==> src/rtl/sig_seq_driver.sv <==
// Table-driven {d,c,b,a} pattern sequencer with an embedded registered checker
// that counts cycles where (a||b) or (c||d) is false while playing.
module sig_seq_driver #(
  parameter int DEPTH  = 8,
  parameter int HOLD_W = 8,
  parameter int CNT_W  = 16
) (
  input  logic                     clk,
  input  logic                     rst_n,
  input  logic                     wr_en,
  input  logic [$clog2(DEPTH)-1:0] wr_addr,
  input  logic [3:0]               wr_vec,
  input  logic [HOLD_W-1:0]        wr_hold,
  input  logic [$clog2(DEPTH):0]   num_entries,
  input  logic                     loop,
  input  logic                     start,
  input  logic                     stop,
  output logic [3:0]               vec_out,
  output logic                     busy,
  output logic                     done,
  output logic [$clog2(DEPTH)-1:0] entry_idx,
  output logic [CNT_W-1:0]         viol_cnt
);

  localparam int AW = $clog2(DEPTH);
  localparam logic [AW:0]      DEPTH_N  = (AW+1)'(DEPTH);
  localparam logic [CNT_W-1:0] VIOL_MAX = {CNT_W{1'b1}};

  typedef enum logic {IDLE, PLAY} state_t;

  state_t            state_reg, state_next;
  logic [AW-1:0]     idx_reg, idx_next;
  logic [AW-1:0]     last_reg, last_next;
  logic              loop_reg, loop_next;
  logic [HOLD_W-1:0] hold_cnt_reg, hold_cnt_next;
  logic [3:0]        vec_reg, vec_next;
  logic              done_reg, done_next;
  logic [CNT_W-1:0]  viol_reg, viol_next;

  // Table is read asynchronously so an entry can be driven on the same edge
  // it is selected, including back-to-back hold=1 entries.
  logic [3:0]        mem_vec  [DEPTH];
  logic [HOLD_W-1:0] mem_hold [DEPTH];

  logic [AW-1:0]     idx_inc;
  logic [AW:0]       n_eff;
  logic              vec_fail;

  function automatic logic [HOLD_W-1:0] hold_load(input logic [HOLD_W-1:0] h);
    return (h == '0) ? '0 : h - HOLD_W'(1);
  endfunction

  assign idx_inc  = idx_reg + AW'(1);
  assign n_eff    = (num_entries > DEPTH_N) ? DEPTH_N : num_entries;
  assign vec_fail = !(vec_reg[0] | vec_reg[1]) || !(vec_reg[2] | vec_reg[3]);

  always_ff @(posedge clk) begin
    if (wr_en && state_reg == IDLE) begin
      mem_vec[wr_addr]  <= wr_vec;
      mem_hold[wr_addr] <= wr_hold;
    end
  end

  always_ff @(posedge clk or negedge rst_n) begin
    if (!rst_n) begin
      state_reg    <= IDLE;
      idx_reg      <= '0;
      last_reg     <= '0;
      loop_reg     <= 1'b0;
      hold_cnt_reg <= '0;
      vec_reg      <= '0;
      done_reg     <= 1'b0;
      viol_reg     <= '0;
    end else begin
      state_reg    <= state_next;
      idx_reg      <= idx_next;
      last_reg     <= last_next;
      loop_reg     <= loop_next;
      hold_cnt_reg <= hold_cnt_next;
      vec_reg      <= vec_next;
      done_reg     <= done_next;
      viol_reg     <= viol_next;
    end
  end

  always_comb begin
    state_next    = state_reg;
    idx_next      = idx_reg;
    last_next     = last_reg;
    loop_next     = loop_reg;
    hold_cnt_next = hold_cnt_reg;
    vec_next      = vec_reg;
    done_next     = 1'b0;
    viol_next     = viol_reg;

    // hold_cnt_reg holds the remaining cycles after the current one
    if (state_reg == PLAY && vec_fail && viol_reg != VIOL_MAX)
      viol_next = viol_reg + CNT_W'(1);

    case (state_reg)
      IDLE: begin
        if (start && !stop && n_eff != '0) begin
          state_next    = PLAY;
          idx_next      = '0;
          last_next     = AW'(n_eff - (AW+1)'(1));
          loop_next     = loop;
          vec_next      = mem_vec[0];
          hold_cnt_next = hold_load(mem_hold[0]);
          viol_next     = '0;
        end
      end
      PLAY: begin
        if (stop) begin
          state_next = IDLE;
          vec_next   = '0;
          idx_next   = '0;
        end else if (hold_cnt_reg != '0) begin
          hold_cnt_next = hold_cnt_reg - HOLD_W'(1);
        end else if (idx_reg != last_reg) begin
          idx_next      = idx_inc;
          vec_next      = mem_vec[idx_inc];
          hold_cnt_next = hold_load(mem_hold[idx_inc]);
        end else if (loop_reg) begin
          idx_next      = '0;
          vec_next      = mem_vec[0];
          hold_cnt_next = hold_load(mem_hold[0]);
        end else begin
          state_next = IDLE;
          vec_next   = '0;
          idx_next   = '0;
          done_next  = 1'b1;
        end
      end
      default: state_next = IDLE;
    endcase
  end

  assign vec_out   = vec_reg;
  assign busy      = (state_reg == PLAY);
  assign done      = done_reg;
  assign entry_idx = idx_reg;
  assign viol_cnt  = viol_reg;

endmodule
==> config.mk <==
export PLATFORM = sky130hd
export DESIGN_NAME = sig_seq_driver
export DESIGN_NICKNAME = d
export VERILOG_FILES = /design/src/rtl/sig_seq_driver.sv
export SDC_FILE = /design/constraint.sdc
export NUM_CORES = 1
export LEC_CHECK = 0
export CORE_MARGIN = 4
export CORE_UTILIZATION = 63
export DETAILED_ROUTE_END_ITERATION = 10
export MAX_ROUTING_LAYER = met4
export PLACE_DENSITY = 0.82
export SLEW_MARGIN = 30
export SYNTH_ARGS = -nofsm -noshare
export SYNTH_HDL_FRONTEND = slang
export SYNTH_SLANG_ARGS = --single-unit
==> constraint.sdc <==
create_clock -name clk -period 8 [get_ports clk]
set_input_delay 1.6 -clock clk [delete_from_list [all_inputs] [get_ports clk]]
set_output_delay 1.6 -clock clk [all_outputs]
set_load 0.05 [all_outputs]
======== Word-level counts from Yosys, hierarchy flattened ========
Memory sizes are Yosys's and may differ from the RTL's.
Cells that the tools add are included.
operators by class
  add/sub/neg operators ................... 6
  order comparisons ....................... 1
  eq/ne operators ......................... 6
  multiplexer cells ....................... 36
  bitwise logic cells ..................... 3
  reduce and logical (&&, ||, !) cells .... 16
operator list
  kind                   count
  $mux 8                 7
  $mux 16                3
  $mux 4                 6
  $sub 8x1->8 const B    3
  $add 16x1->16 const B  1
  $logic_not 8->1        2
  $ne 16x16->1 const B   1
  $pmux 8 s2             1
  $mux 1                 12
  $mux 3                 4
  $pmux 4 s2             1
  $reduce_bool 8->1      1
  $pmux 3 s2             1
  $logic_and 1x1->1      5
  $gt 4x4->1 const B     1
  $ne 4x1->1 const B     1
  $reduce_and 2->1       2
  $reduce_bool 4->1      1
  $add 3x1->3 const B    1
  $logic_not 1->1        3
  $ne 3x3->1             1
  $ne 3x3->1 const B     1
  $reduce_and 3->1       1
  $sub 3x1->3 const B    1
  other kinds (6)        7
word-level totals
  register bits ........................... 37
  bits in writable memories ............... 96
  bits of input ports ..................... 25
  output and inout port bits .............. 25
  logic and storage cells ................. 78
  memories ................................ 2
memory list
  memory    depth  width  read ports  clocked after memory_dff  wr ports  RTL line  text
  mem_hold  8      8      2           0                         1         43        logic [HOLD_W-1:0] mem_hold [DEPTH];
  mem_vec   8      4      2           0                         1         42        logic [3:0] mem_vec [DEPTH];

======== Depth between registers and ports, before layout ========
Gate-level depths: netlist of the first run.
  depth after elaboration ................. 8
  mapped depth ............................ 12

======== Least setup slack after synthesis of the first run ========
Ideal clock, no wire load.
  path type ............................... in2reg
  start ................................... input wr_addr[1]
  end ..................................... memory mem_hold[0][0], enable pin
  arrival time ............................ 2946 ps
  required time ........................... 7604 ps
  slack ................................... 4657 ps
  cell stages on the path ................. 2
  path buffers ............................ 0
  path through ............................ or3b_2 > nor3_1
RTL lines
  what         RTL line  text
  from (decl)  11        input logic [$clog2(DEPTH)-1:0] wr_addr,
  to (decl)    43
Straight into the memory's write port.

======== Worst setup path in the final report of the first run ========
  start ................................... register idx_reg[0], in the netlist entry_idx[0]
  end ..................................... register hold_cnt_reg[4]
between the ends
  longest elaborated chain between the ends .. 8
  elaborated cells on any way between the ends .. 12
ends and longest elaborated chain
  what                                                   RTL line  text
  from (decl)                                            32        logic [AW-1:0] idx_reg, idx_next;
  from (signal assigned)                                 76        idx_reg <= idx_next;
  $add 3x1->3                                            53        assign idx_inc = idx_reg + AW'(1);
  $mem_v2 8x8                                            n/a
  $sub 8x1->8 / $logic_not 8->1 (equally long branches)  50        return (h == '0) ? '0 : h - HOLD_W'(1);
  $mux 8                                                 50
  $mux 8                                                 119       end else if (idx_reg != last_reg) begin
  $mux 8                                                 117       end else if (hold_cnt_reg != '0) begin
  $mux 8                                                 113       if (stop) begin
  $pmux 8 s2                                             100       case (state_reg)
  to (signal assigned)                                   79        hold_cnt_reg <= hold_cnt_next;
  to (decl)                                              35        logic [HOLD_W-1:0] hold_cnt_reg, hold_cnt_next;
Several ways; a longest one is shown, not always the timed one. The select of a mux whose other input is x is not followed.
A chain may end at the register's enable or synchronous reset.

==> results of run 1 <==
-- cell type report --
class | instances | area [um2]
Sequential cell | 133 | 3810
Tap cell | 133 | 166
Multi-Input combinational cell | 298 | 2420
Clock buffer | 17 | 414
Clock inverter | 15 | 135
Inverter | 7 | 26.3
Fill cell | 608 | 2280
Timing Repair Buffer | 60 | 568
-- through the flow --
stage / total power, mW / instance area [um2]
finish: 1.91 / 7540
global route: 2.00 / 7540
CTS: 1.92 / 7530
detailed placement: 1.20 / 6990
global placement: 1.19 / 6980
floorplan: 1.10 / 6370
-- worst min path at each step --
stage	startpoint	to	slack, ns	cells after the start
global placement	last_reg[1]$_DFFE_PN0P_	last_reg[1]$_DFFE_PN0P_	0.49	2
floorplan	last_reg[1]$_DFFE_PN0P_	last_reg[1]$_DFFE_PN0P_	0.47	2
finish	last_reg[1]$_DFFE_PN0P_	last_reg[1]$_DFFE_PN0P_	0.51	2
global route	last_reg[1]$_DFFE_PN0P_	last_reg[1]$_DFFE_PN0P_	0.55	2
CTS	last_reg[1]$_DFFE_PN0P_	last_reg[1]$_DFFE_PN0P_	0.51	2
detailed placement	last_reg[1]$_DFFE_PN0P_	last_reg[1]$_DFFE_PN0P_	0.50	2
-- per-layer routing --
layer	vias up	part of all wire
met1	2087	0.40
met2	188	0.51
met5	-	0
met4	0	0.021
met3	30	0.071
li1	1908	-
-- worst max-delay path, stage by stage (launching register included) --
cell and delay [ns]:
dfrtp_2 0.34, buf_4 0.59, ha_1 0.44, buf_4 0.40
mux4_2 0.39, mux2i_1 0.33, ha_1 0.22, inv_1 0.08
nor4_1 0.44, nor2_1 0.09, xor2_1 0.15, nor3b_1 0.25
o221a_1 0.22
-- cell usage in the layout, fill, tap and decap left out, drive strengths merged, types with 3 or more instances in the layout --
master,n
edfxtp,96
clkdlybuf4s50,48
dfrtp,37
nor2,33
nand2,25
mux4,24
nand3,23
a21oi,19
xnor2,18
mux2i,17
clkbuf,17
nor3,16
inv,16
xor2,15
o21ai,13
buf,12
nand2b,10
ha,9
o32ai,7
nor4,7
o32a,6
and3,5
and4,4
nand4,4
mux2,4
o221a,4
clkinv,4
nor4b,3
nor3b,3
o221ai,3
o2bb2ai,3
a31oi,3
o211ai,3
-- cell usage after synthesis (2+ instances only) --
cell	instances
and4_1	4
xnor2_1	18
nand3_1	23
clkbuf_1	7
dfrtp_1	37
nor3b_1	3
o21ai_0	12
nor4_1	3
inv_1	7
o221a_1	3
buf_6	2
mux2i_1	17
and3_1	5
nand2b_1	10
a31oi_1	3
buf_2	9
xor2_1	15
nor4b_1	3
nor2_1	33
o32ai_1	7
a21oi_1	19
edfxtp_1	96
nor4_2	4
nor3_1	15
or2b_1	2
o32a_1	6
mux4_2	24
o221ai_1	3
nor2b_1	2
ha_1	9
mux2_2	4
nand2_1	25
o2bb2ai_1	3
o211ai_1	2
nand4_1	4
buf_8	3
o21a_1	2
-- power groups by stage --
stage / Sequential (mW) / Combinational, mW / Clock [mW]
global route: 0.835 / 0.400 / 0.761
floorplan: 0.871 / 0.233 / 0
CTS: 0.829 / 0.365 / 0.724
finish: 0.830 / 0.366 / 0.717
detailed placement: 0.842 / 0.358 / 0
global placement: 0.839 / 0.350 / 0
-- cell families after synthesis --
| kind of cell | synth area share |
|---|---|
| flip-flops | 0.598 |
| multiplexers | 0.119 |
| AO/OA/AOI/OAI | 0.0766 |
| AND/OR/NAND/NOR | 0.118 |
| buffers and inverters | 0.0259 |
| XOR/XNOR | 0.0453 |
| adder cells (fa/ha/maj) | 0.0177 |
==> metrics list, run 1 <==
* Die Height: 109 um
- For this design the top-level I/O count stands at 50.
* Depth of the worst register-to-register path: 12
- Of the available clock period, the critical path in the final layout requires 0.503.
- Port buffering added 49 buffers.
- Dominant register cell in the synthesized netlist: edfxtp_1
- Number of violations reported at the end of detailed-routing iteration 0: 484
- Startpoint type of the worst setup path: flip-flop
* Total vias in the final route: 4213
- Cells after Synth: 459
* Top reg by flops: mem_hold
- Once the clock tree was built, the resizer swapped 0 gates to a different size.
* Total CTS buffers: 17
- At the end of the flow the core is filled with cells to 0.768.
- H-tree depth: 4
* Startpoint of the lowest-slack register-to-register path: entry_idx[0]$_DFFE_PN0P_
- Clock insertion delay at the later pin of the skew report: 0.52 ns
- Actual transition at the worst max-transition pin: 0.818 ns
- Initial standard-cell utilization of the core: 0.649
- GR Layer Usage met1: 0.349
* Setup Skew: 0.00966 ns
- For this run, the top clock speed supported by timing is 0.249 GHz.
- Switching Share: 0.301
- The worst-case IR drop observed on VDD is 0.000146 V.
- Post-CTS timing repair inserted 0 buffers for setup.
- FFs w/ async S/R, synth: 0.278
- Critical path fanouts, max: 55
* Library cell used as clock root buffer: clkbuf_8
- In this run the cell area of the synthesized design comes to 6370 um2.
- Clock-pin slew was measured on the worst setup and hold paths at 0.06 ns.
- Number of clock sinks: 133
- Cells after DPL: 631
* Setup repair after global routing missed its margin: false
- Buffers inserted to repair hold after CTS numbered 0.
- Cell variety after synth: 52
- Seq/Total Area, Yosys: 0.598
* Largest net degree at the start of global routing: 56
- Leakage dissipation: 2.60 nW
* Arr. time, crit path: 4.48 ns
- Area overhead of the layout relative to synthesis: 18.3%
* CTS tree: built
- Gp weighted congestion: 0.852
- Antenna violations before repair: 0
- Net count after synthesis: 493
* GRT Total Usage: 0.272
* Average wire length per cell after detail routing: 21.5 um
* Number of enable flip-flop cells after synthesis: 96
- The detail route stage leaves a number of antenna-violating nets equal to 0.
- Startpoint-to-endpoint class of the critical path: reg -> reg
- Dividing the detail-routed via count by the number of cells gives 6.35.
- The first global-routing pass estimated 23200 um of wire.
* Total inserted antenna cells: 0
* Share of total power in combinational logic: 0.191
- Timing analysis after detailed placement gives a worst setup slack of 3.60 ns.
- Of the total power, registers draw 0.434.
* Top-area cell type share of the netlist area: 0.452
- For this run, global-route usage on met2 was measured as 0.439.
- Aggregate global routing overflow: 0
- Result of the run: complete, no violations
* Dpl hpwl: 9000 um
* Max Transition Viols Final: 0
- Critical path origin: entry_idx[0]$_DFFE_PN0P_
- In the global route stage, met3 resource usage came out at 0.0555.
- Across all hold checks on the routed design, the worst slack comes to 0.510 ns.
* Fin nets: 551
* Final setup slack of the worst path: 3.98 ns
- Number of hold violations in the final report: 0
- Hold/Removal Path Class: reg -> reg
- Final worst path period need: 4.02 ns
* Max FFs per register: 64
- For this design the total switching power over the nets is 0.575 mW.
* Layer with the highest usage after global routing: met2
- Sorting the synthesized cells by area gives the leading types as edfxtp_1 (45%), dfrtp_1 (15%), mux4_2 (8.5%), mux2i_1 (2.7%), xnor2_1 (2.5%).
- The share of total power dissipated in the clock network is 0.375.
* Post-synthesis average cell area: 13.9 um2
- Setup violations remaining at the end of the flow were counted as 0.
- Setup total negative slack on the finished layout was measured at 0 ns.
- Detailed-router iteration count before antenna repair: 5
- Largest area contributor in the netlist: edfxtp_1
- Setup slack, reg-to-reg: 3.98 ns
* End of the worst register-to-register path: hold_cnt_reg[4]$_DFFE_PN0P_
- Yosys printed 0 warnings.
- DRC errors left: 0
- Max-cap violation count: 0
- The synthesized design contains 133 register bits.
* P per Cell Area: 254 nW/um2
- Die X-Extent: 109 um
* Required @ worst endpoint: 8.46 ns
- Non-Filler Instances: 663
* Die ar.: 11800 um2
- Number of standard-cell rows in the floorplan: 36
- The total area inside the core boundary comes to 9820 um2.
- In this run the worst setup path terminates at hold_cnt_reg[4]$_DFFE_PN0P_.
* Total wire length after detailed routing: 14300 um
- Of the cells placed in the final design, the portion with a size suffix greater than 1 is 0.162.
- Design internal power: 1.34 mW
* Relative slew slack: 0.455
- Via count of the first global-routing pass: 4335
- The clock passes through at most 2 buffers.
- The worst setup path is captured at a flip-flop.
No activity file was read; power rests on OpenSTA's default activity.
==> inputs of run 2 (changes only) <==
--- a/config.mk
+++ b/config.mk
@@ -6,10 +6,10 @@
 export NUM_CORES = 1
 export LEC_CHECK = 0
 export CORE_MARGIN = 4
-export CORE_UTILIZATION = 63
+export CORE_UTILIZATION = 53
 export DETAILED_ROUTE_END_ITERATION = 10
 export MAX_ROUTING_LAYER = met4
-export PLACE_DENSITY = 0.82
+export PLACE_DENSITY = 0.73
 export SLEW_MARGIN = 30
 export SYNTH_ARGS = -nofsm -noshare
 export SYNTH_HDL_FRONTEND = slang
==> constraint.sdc (replaced) <==
create_clock -name clk -period 3.6 [get_ports clk]
set_input_delay 0.72 -clock clk [delete_from_list [all_inputs] [get_ports clk]]
set_output_delay 0.72 -clock clk [all_outputs]
set_load 0.05 [all_outputs]
==> run 2 against run 1 <==
Against the previous run: sequential share of layout area down 0.43 points; global-route usage decreased by 5.5 points; total power rose by 120%; critical path depth decreased by 1; worst hold slack worse by 0.25 ns; count of clock-buffer cells in the layout grew 2; clock power up 130%; sequential power is 120% higher; via count down 0.50%; final area is 0.86% higher; clock skew rose by 0.0039 ns.
==> metrics list, run 2 (same netlist as run 1, synthesis figures left out) <==
* Result of the run: complete, no violations (unchanged)
- H-tree depth: 4 (unchanged)
* Number of I/O pins: 50 (unchanged)
- Startpoint-to-endpoint class of the critical path: reg -> reg (unchanged)
- The data arrival time at the worst-slack endpoint was 3.47 ns (was 4.48 ns).
- Number of I/O port buffers: 49 (unchanged)
- Startpoint of the lowest-slack register-to-register path: entry_idx[1]$_DFFE_PN0P_ (was entry_idx[0]$_DFFE_PN0P_)
- Setup Skew: 0.0136 ns (was 0.00966 ns)
* Gp weighted congestion: 0.857 (was 0.852)
* Leakage dissipation: 2.63 nW (was 2.60 nW)
- Max FFs per register: 64 (unchanged)
* Sw power: 1.22 mW (was 0.575 mW)
- The final number of hold-violating endpoints was 0 (unchanged).
- DRC errors left: 0 (unchanged)
* Setup repair after global routing missed its margin: false (unchanged)
* Detailed-router iteration count before antenna repair: 5 (unchanged)
* Top layer reached by signal wires: met4 (unchanged)
- Number of violations reported at the end of detailed-routing iteration 0: 424 (was 484)
* Fraction of final layout cells with drive strength greater than 1: 0.160 (was 0.162)
- The post-detailed-route via-to-cell ratio was 6.17 (was 6.35).
- The total number of vias was 4192 (was 4213).
- Number of filler cells placed in the layout: 833 (was 608)
* Total inserted antenna cells: 0 (unchanged)
- The power density over the cells is 563 nW/um2 (was 254 nW/um2).
* Startpoint type of the worst setup path: flip-flop (unchanged)
- The die span in x came to 118 um (was 109 um).
- The number of global-route vias before repair came to 4200 (was 4335).
- The sum of met3 wire segment lengths after detailed routing was 816 um (was 1020 um).
* PostCTS Resize Cnt: 0 (unchanged)
* Ratio of final minimum period to clock period: 0.879 (was 0.503)
* Critical path fanouts, max: 10 (was 55)
- The average routed wire per standard cell came to 20.6 um (was 21.5 um).
- The worst-margin pin slew came to 0.843 ns (was 0.818 ns).
- The post-route minimum period was 3.16 ns (was 4.02 ns).
* M1 wire length: 6070 um (was 5720 um)
- Number of standard-cell rows in the floorplan: 39 (was 36)
- Required @ worst endpoint: 3.90 ns (was 8.46 ns)
- Number of clock sinks: 133 (unchanged)
- The max-slew headroom at the worst pin is 0.437 (was 0.455).
* Setup slack, reg-to-reg: 0.44 ns (was 3.98 ns)
* Total wire length after detailed routing: 14000 um (was 14300 um)
* Final setup slack of the worst path: 0.436 ns (was 3.98 ns)
- The highest ir drop seen on vdd is 0.000610 V (was 0.000146 V).
- The sort of element at the end of the critical path is a flip-flop (unchanged).
- The number of cells on the worst reg-to-reg path is 11 (was 12).
- GRT Total Usage: 0.217 (was 0.272)
- The clock transition at the registers of the reported paths was 0.06 ns (about the same).
* Switching Share: 0.285 (was 0.301)
* Max-cap violation count: 0 (unchanged)
- The global-route wire length before repair is 22700 um (was 23200 um).
* Max Transition Viols Final: 0 (unchanged)
- The hold buffer count at CTS is 0 (unchanged).
- Part of the total power dissipated in sequential elements: 0.431 (was 0.434)
- The synthesis-to-finish area growth was 19.3% (was 18.3%).
- The final net count came to 557 (was 551).
* End of the worst register-to-register path: hold_cnt_reg[4]$_DFFE_PN0P_ (unchanged)
- The number of clock buffers inserted by TritonCTS was 17 (unchanged).
- Dpl hpwl: 9490 um (was 9000 um)
- The minimum setup slack after placement was 0.479 ns (was 3.60 ns).
- Final antenna-violating net count: 0 (unchanged)
- Share of total power in combinational logic: 0.190 (was 0.191)
- Part of the total power dissipated in the clock network: 0.379 (was 0.375)
- The clock root buffer was clkbuf_16 (was clkbuf_8).
- The overall die area came to 13800 um2 (was 11800 um2).
- The most common cell after layout, fill and taps aside is edfxtp_1 (unchanged).
* Buffers inserted during post-CTS setup optimization: 0 (unchanged)
* Design internal power: 3.06 mW (was 1.34 mW)
- The number of buffers between clock root and the deepest sink came to 2 (unchanged).
* Die Height: 118 um (was 109 um)
- Maximum operating frequency: 0.316 GHz (was 0.249 GHz)
- The accumulated negative setup slack came to 0 ns (unchanged).
- CTS tree: built (unchanged)
* Clock insertion delay at the later pin of the skew report: 0.42 ns (was 0.52 ns)
- The total core area came to 11600 um2 (was 9820 um2).
- Initial standard-cell utilization of the core: 0.549 (was 0.649)
* Antenna violations before repair: 0 (unchanged)
- Commonest cells after routing, fill and taps aside: edfxtp_1 (96), clkdlybuf4s50_1 (48), dfrtp_1 (36) (unchanged)
* Largest net degree at the start of global routing: 38 (was 56)
* Aggregate global routing overflow: 0 (unchanged)
- The largest register by flop count is mem_hold (unchanged).
- Hold/Removal Path Class: in -> async (was reg -> reg)
- Met2 WL: 6910 um (was 7240 um)
* Setup violations, final: 0 (unchanged)
[run 2: cell count changes in the layout (fill, tap and decap cells not counted), sizes merged]
cell and change:
bufinv +1, inv -5, clkbuf +2, clkinv +2
buf +6
[run 2: per-layer routing]
metal	global-route usage	vias up
li1	-	1917
met1	0.280	2130
met2	0.339	122
met3	0.0649	23
met4	0.0571	0
met5	-	-
[run 2: cell type report]
| cell class | count | area [um2] | area share |
|---|---|---|---|
| clock buffer | 19 | 433 | 0.0569 |
| clock inverter | 13 | 125 | 0.0165 |
| inverter | 7 | 26.3 | 0.00346 |
| multi-input combinational | 298 | 2410 | 0.317 |
| sequential | 133 | 3810 | 0.501 |
| tap | 143 | 179 | 0.0235 |
| timing repair buffer | 66 | 616 | 0.0810 |
[run 2: worst max-delay path by stage]
stage                     slack [ns]                      from                          end
after floorplan                 0.33  entry_idx[1]$_DFFE_PN0P_  hold_cnt_reg[4]$_DFFE_PN0P_
after global placement          0.61  entry_idx[1]$_DFFE_PN0P_  hold_cnt_reg[4]$_DFFE_PN0P_
after detailed placement        0.48  entry_idx[1]$_DFFE_PN0P_  hold_cnt_reg[4]$_DFFE_PN0P_
after CTS                       0.45  entry_idx[1]$_DFFE_PN0P_  hold_cnt_reg[4]$_DFFE_PN0P_
after global routing            0.13  entry_idx[1]$_DFFE_PN0P_  hold_cnt_reg[4]$_DFFE_PN0P_
final                           0.44  entry_idx[1]$_DFFE_PN0P_  hold_cnt_reg[4]$_DFFE_PN0P_
[run 2: per-stage QoR]
stage / cell area, um2 / util / cells / power [mW] / hold slack, ns
after floorplan: 6370 / - / 459 / 2.45 / 0.424
after global placement: 7040 / 0.606 / 647 / 2.65 / 0.498
after detailed placement: 7040 / 0.606 / 647 / 2.68 / 0.501
after CTS: 7600 / 0.654 / 679 / 4.31 / 0.434
after global routing: 7600 / 0.655 / 679 / 4.46 / 0.296
final: 7600 / 0.655 / 679 / 4.28 / 0.265
[run 2: power groups by stage]
stage	clock, mW	sequential, mW	combinational (mW)
2_1_floorplan	0	1.94	0.518
3_3_place_gp	0	1.87	0.788
3_5_place_dp	0	1.87	0.810
4_1_cts	1.65	1.84	0.817
5_1_grt	1.73	1.86	0.880
6_report	1.62	1.84	0.814
[run 2: critical path: stages (launching register included)]
cell     delay [ns]
dfrtp_1        0.43
ha_1           0.45
buf_4          0.26
mux4_2         0.35
mux2i_1        0.22
ha_1           0.18
inv_1          0.08
nor4_1         0.44
nor2_1         0.10
xor2_1         0.17
nor3b_1        0.14
o221a_1        0.23
==> variant 1, RTL diff (settings of run 2) <==
`CNT_W`: 16 -> 12.
--- a/src/rtl/sig_seq_driver.sv
+++ b/src/rtl/sig_seq_driver.sv
@@ -3,7 +3,7 @@
 module sig_seq_driver #(
   parameter int DEPTH  = 8,
   parameter int HOLD_W = 8,
-  parameter int CNT_W  = 16
+  parameter int CNT_W  = 12
 ) (
   input  logic                     clk,
   input  logic                     rst_n,
Ports: changed (resized viol_cnt); port bits go from 50 to 46. The function was not compared with the original's and may differ.
==> variant 1 against run 2 <==
- cell area decreased by 2.8%
- critical path depth down 9
- final cell count is 2.2% lower
- routed wire length decreased by 2.8%
- total power rose by 0.52%
- sequential cell count shrank 4
- worst setup slack gained 0.13 ns
- hold slack better by 0.29 ns
- synthesized area down 4.4%
- critical path type is now reg2out
- highest routed layer unchanged
==> variant 1: results <==
set metrics [dict create \
    fin_skew_ns 0.006773 \
    antenna_cells 0 \
    placed_cell_area_sq_um 6803 \
    use_met3_pct 4.316 \
    synth.area.top_cells "edfxtp_1, dfrtp_1, mux4_2, nor2_1, xnor2_1" \
    ys.flop_type "edfxtp_1" \
    grt_util_met1_pct 29.83 \
    syn_to_final_growth_pct 21.22 \
    nFillCells 792 \
    ys_async_sr_fraction_pct 25.58 \
    path_clk_slew_ns 0.05 \
    r2r-end "hold_cnt_reg[6]" \
    post-cts-setup-buffer-count 0 \
    status "finished clean" \
    nets 545 \
    largest_reg_flops 64 \
    r2r_slack_ns 0.66 \
    grtUsageTotal_pct 22.30 \
    cts_resized 0 \
    port_buffers 45 \
    drtIter0Drc 479 \
    hp-start "last_reg[0]" \
    whs_endpoint "last_reg[0]" \
    reg2reg_depth 9 \
    use_met2_pct 34.53 \
    wl_per_cell_microns 20.43 \
    syn_nets 477 \
    ir_drop_v 0.0004061 \
    cellLeakagePower_nw 2.559 \
    crit_fanout 53 \
    clkLatencyLatePin_ns 0.41 \
    ys_seq_area_share_pct 60.84 \
    grt_max_degree 54 \
    slew_headroom_pct 47.47 \
    drive_gt1_share_pct 17.56 \
    grt_pass1_vias 4122 \
    grt_pass1_wl_microns 21690 \
    dp_hpwl_microns 9157 \
    vias_per_cell 6.166 \
    arrival_ns 2.32 \
    synthTopCellsByCount "edfxtp_1, nor2_1, dfrtp_1" \
    place_congestion 0.9097 \
    synthDistinctLibCells 63 \
    min_path_type "reg2reg" \
    synth_edf_count 96 \
]
-- variant 1: how the worst max path moves through the flow --
stage	start	to	slack [ns]	depth (start not counted)
floorplan	entry_idx[1]	hold_cnt_reg[6]	0.41	10
global placement	stop	entry_idx[2]	0.82	7
detailed placement	stop	entry_idx[2]	0.65	7
CTS	entry_idx[0]	entry_idx[0]	0.56	2
global route	entry_idx[0]	entry_idx[0]	0.47	2
finish	entry_idx[0]	entry_idx[0]	0.56	2
-- variant 1: metal layers --
metal  wire [microns]  up-vias
met2             6566      176
met4              208        0
met3              867       20
met5                0        -
li1                 -     1863
met1             5925     2035
-- variant 1: kinds of logic after synthesis --
group | count (synthesis) | share of synthesized area (%)
and+or+nand+nor | 148 | 12.44
DFF | 129 | 60.84
AOI/OAI and AO/OA | 64 | 7.266
muxes | 41 | 11.80
xor gates and xnor gates | 26 | 3.859
buffers and inverters | 26 | 1.950
adders and majority gates | 9 | 1.847
-- variant 1: report_power, final --
part	internal, mW	leakage [nW]	switching [mW]
registers	1.70	1.29	0.102
clock network	1.03	0.271	0.662
logic	0.349	1.00	0.465
total	3.07	2.56	1.23
-- variant 1: final cells by class --
type                    count  share of cell area [%]
clock buffers              18                   5.808
clock inverters            14                   2.133
inverters                  10                  0.5080
multi-input cells         288                   30.85
flip-flops and latches    129                   50.20
well taps                 140                   2.370
repair buffers             65                   8.127
-- variant 1: critical path: stages (launching register included) --
cell and delay (ns):
dfrtp_2 0.36, buf_4 0.56, clkdlybuf4s50_1 0.95
-- variant 1: per-stage QoR --
step	hold WS, ns	power (mW)	worst slack [ns]	std cells
global route	0.5658	4.477	0.4710	664
CTS	0.5532	4.317	0.5564	664
detailed placement	0.5342	2.636	0.6493	632
global placement	0.5179	2.615	0.8154	632
floorplan	0.4244	2.383	0.4136	443
finish	0.5497	4.304	0.5639	664
==> variant 2, RTL diff (flow settings as in run 2) <==
Without the edit above. Remove the register `done_reg`: a continuous assignment takes its place, so the output `done` follows one clock earlier.
--- a/src/rtl/sig_seq_driver.sv
+++ b/src/rtl/sig_seq_driver.sv
@@ -69,7 +69,6 @@
       loop_reg     <= 1'b0;
       hold_cnt_reg <= '0;
       vec_reg      <= '0;
-      done_reg     <= 1'b0;
       viol_reg     <= '0;
     end else begin
       state_reg    <= state_next;
@@ -78,10 +77,11 @@
       loop_reg     <= loop_next;
       hold_cnt_reg <= hold_cnt_next;
       vec_reg      <= vec_next;
-      done_reg     <= done_next;
       viol_reg     <= viol_next;
     end
   end
+
+  assign done_reg = done_next;
 
   always_comb begin
     state_next    = state_reg;
Behaviour: not the same (a bounded check fails within 4 cycles, from zero or initial values and one cycle with rst_n low).
==> variant 2 against run 2 <==
- utilization grew 0.092 points
- sequential share of layout area is 0.19 points lower
- sequential power hardly changed
- sequential cell count down 1
- synthesized area shrank 0.39%
- clock skew is 0.0063 ns lower
- worst setup slack improved by 0.0037 ns
- total power down 0.26%
- routed wire length decreased by 0.29%
- cell area is 0.28% lower
- critical path type unchanged
- largest cell class unchanged
==> variant 2: results <==
set metrics [dict create \
    ir_drop_v 0.0004193 \
    whs_ns 0.3852 \
    cts_sinks 132 \
    use_met2_pct 33.85 \
    num_vias 4190 \
    dp_hpwl_microns 9503 \
    place_congestion 0.8486 \
    crit_fanout 39 \
    nFillCells 804 \
    drive_gt1_share_pct 17.01 \
    fin_cells 678 \
    grt_util_met1_pct 28.36 \
    met2_length_microns 6835 \
    grtUsageTotal_pct 21.97 \
    synthTopCellsByCount "edfxtp_1, dfrtp_1, nor2_1" \
    synth_fa_ha_area_share_pct 1.774 \
    nets 556 \
    area_share_nonclk_buffers_pct 8.054 \
    placed_cells 646 \
    ys_seq_area_share_pct 59.60 \
    multi_input_area_share_pct 31.84 \
    status "finished clean" \
    synth_edf_count 96 \
    fin_skew_ns 0.007246 \
    grt_pass1_wl_microns 22780 \
    crit_slowest_cell "mux4_2" \
    reg2reg_depth 10 \
    internal_power_mw 2.999 \
    worst_slew_pin_slew_ns 0.8120 \
    cpPeakStageDelay_ns 0.60 \
    wirelength_microns 13920 \
    wl_met3_microns 737 \
    power_density_nw_per_um2 563.3 \
    use_met3_pct 5.534 \
    cellLeakagePower_nw 2.625 \
    synth.area.top_cells "edfxtp_1, dfrtp_1, mux4_2, mux2i_1, xnor2_1" \
    final-clk-cell-share_pct 7.476 \
    grt_max_degree 40 \
    routedLengthMet1_microns 6068 \
    seqCellArea_sq_um 3785 \
    synth-xor-area-share_pct 4.553 \
    syn_nets 492 \
    drtIter0Drc 416 \
]
[variant 2: cell count changes after synthesis]
cell,run 2,this run
dfrtp_1,37,36
[variant 2: kinds of logic after synthesis]
logic type,count (synthesis)
XOR/XNOR,33
adder cells (fa/ha/maj),9
multiplexers,45
buffers and inverters,28
AND/OR/NAND/NOR,142
flip-flops,132
AO/OA/AOI/OAI,69
[variant 2: worst max-delay path, delay by kind of cell, from the launching register on]
family,cells,cell delay [ns]
muxes,2,0.87
DFF,1,0.40
adders and majority gates,1,0.20
and+or+nand+nor,3,0.67
xor gates and xnor gates,1,0.17
buffers and inverters,2,0.49
AOI/OAI and AO/OA,1,0.23
[variant 2: stage by stage]
step	worst slack, ns	area [sq um]
2_1_floorplan	0.3270	6349
3_3_place_gp	0.5548	7013
3_5_place_dp	0.4693	7013
4_1_cts	0.4510	7580
5_1_grt	0.1619	7581
6_report	0.4397	7581
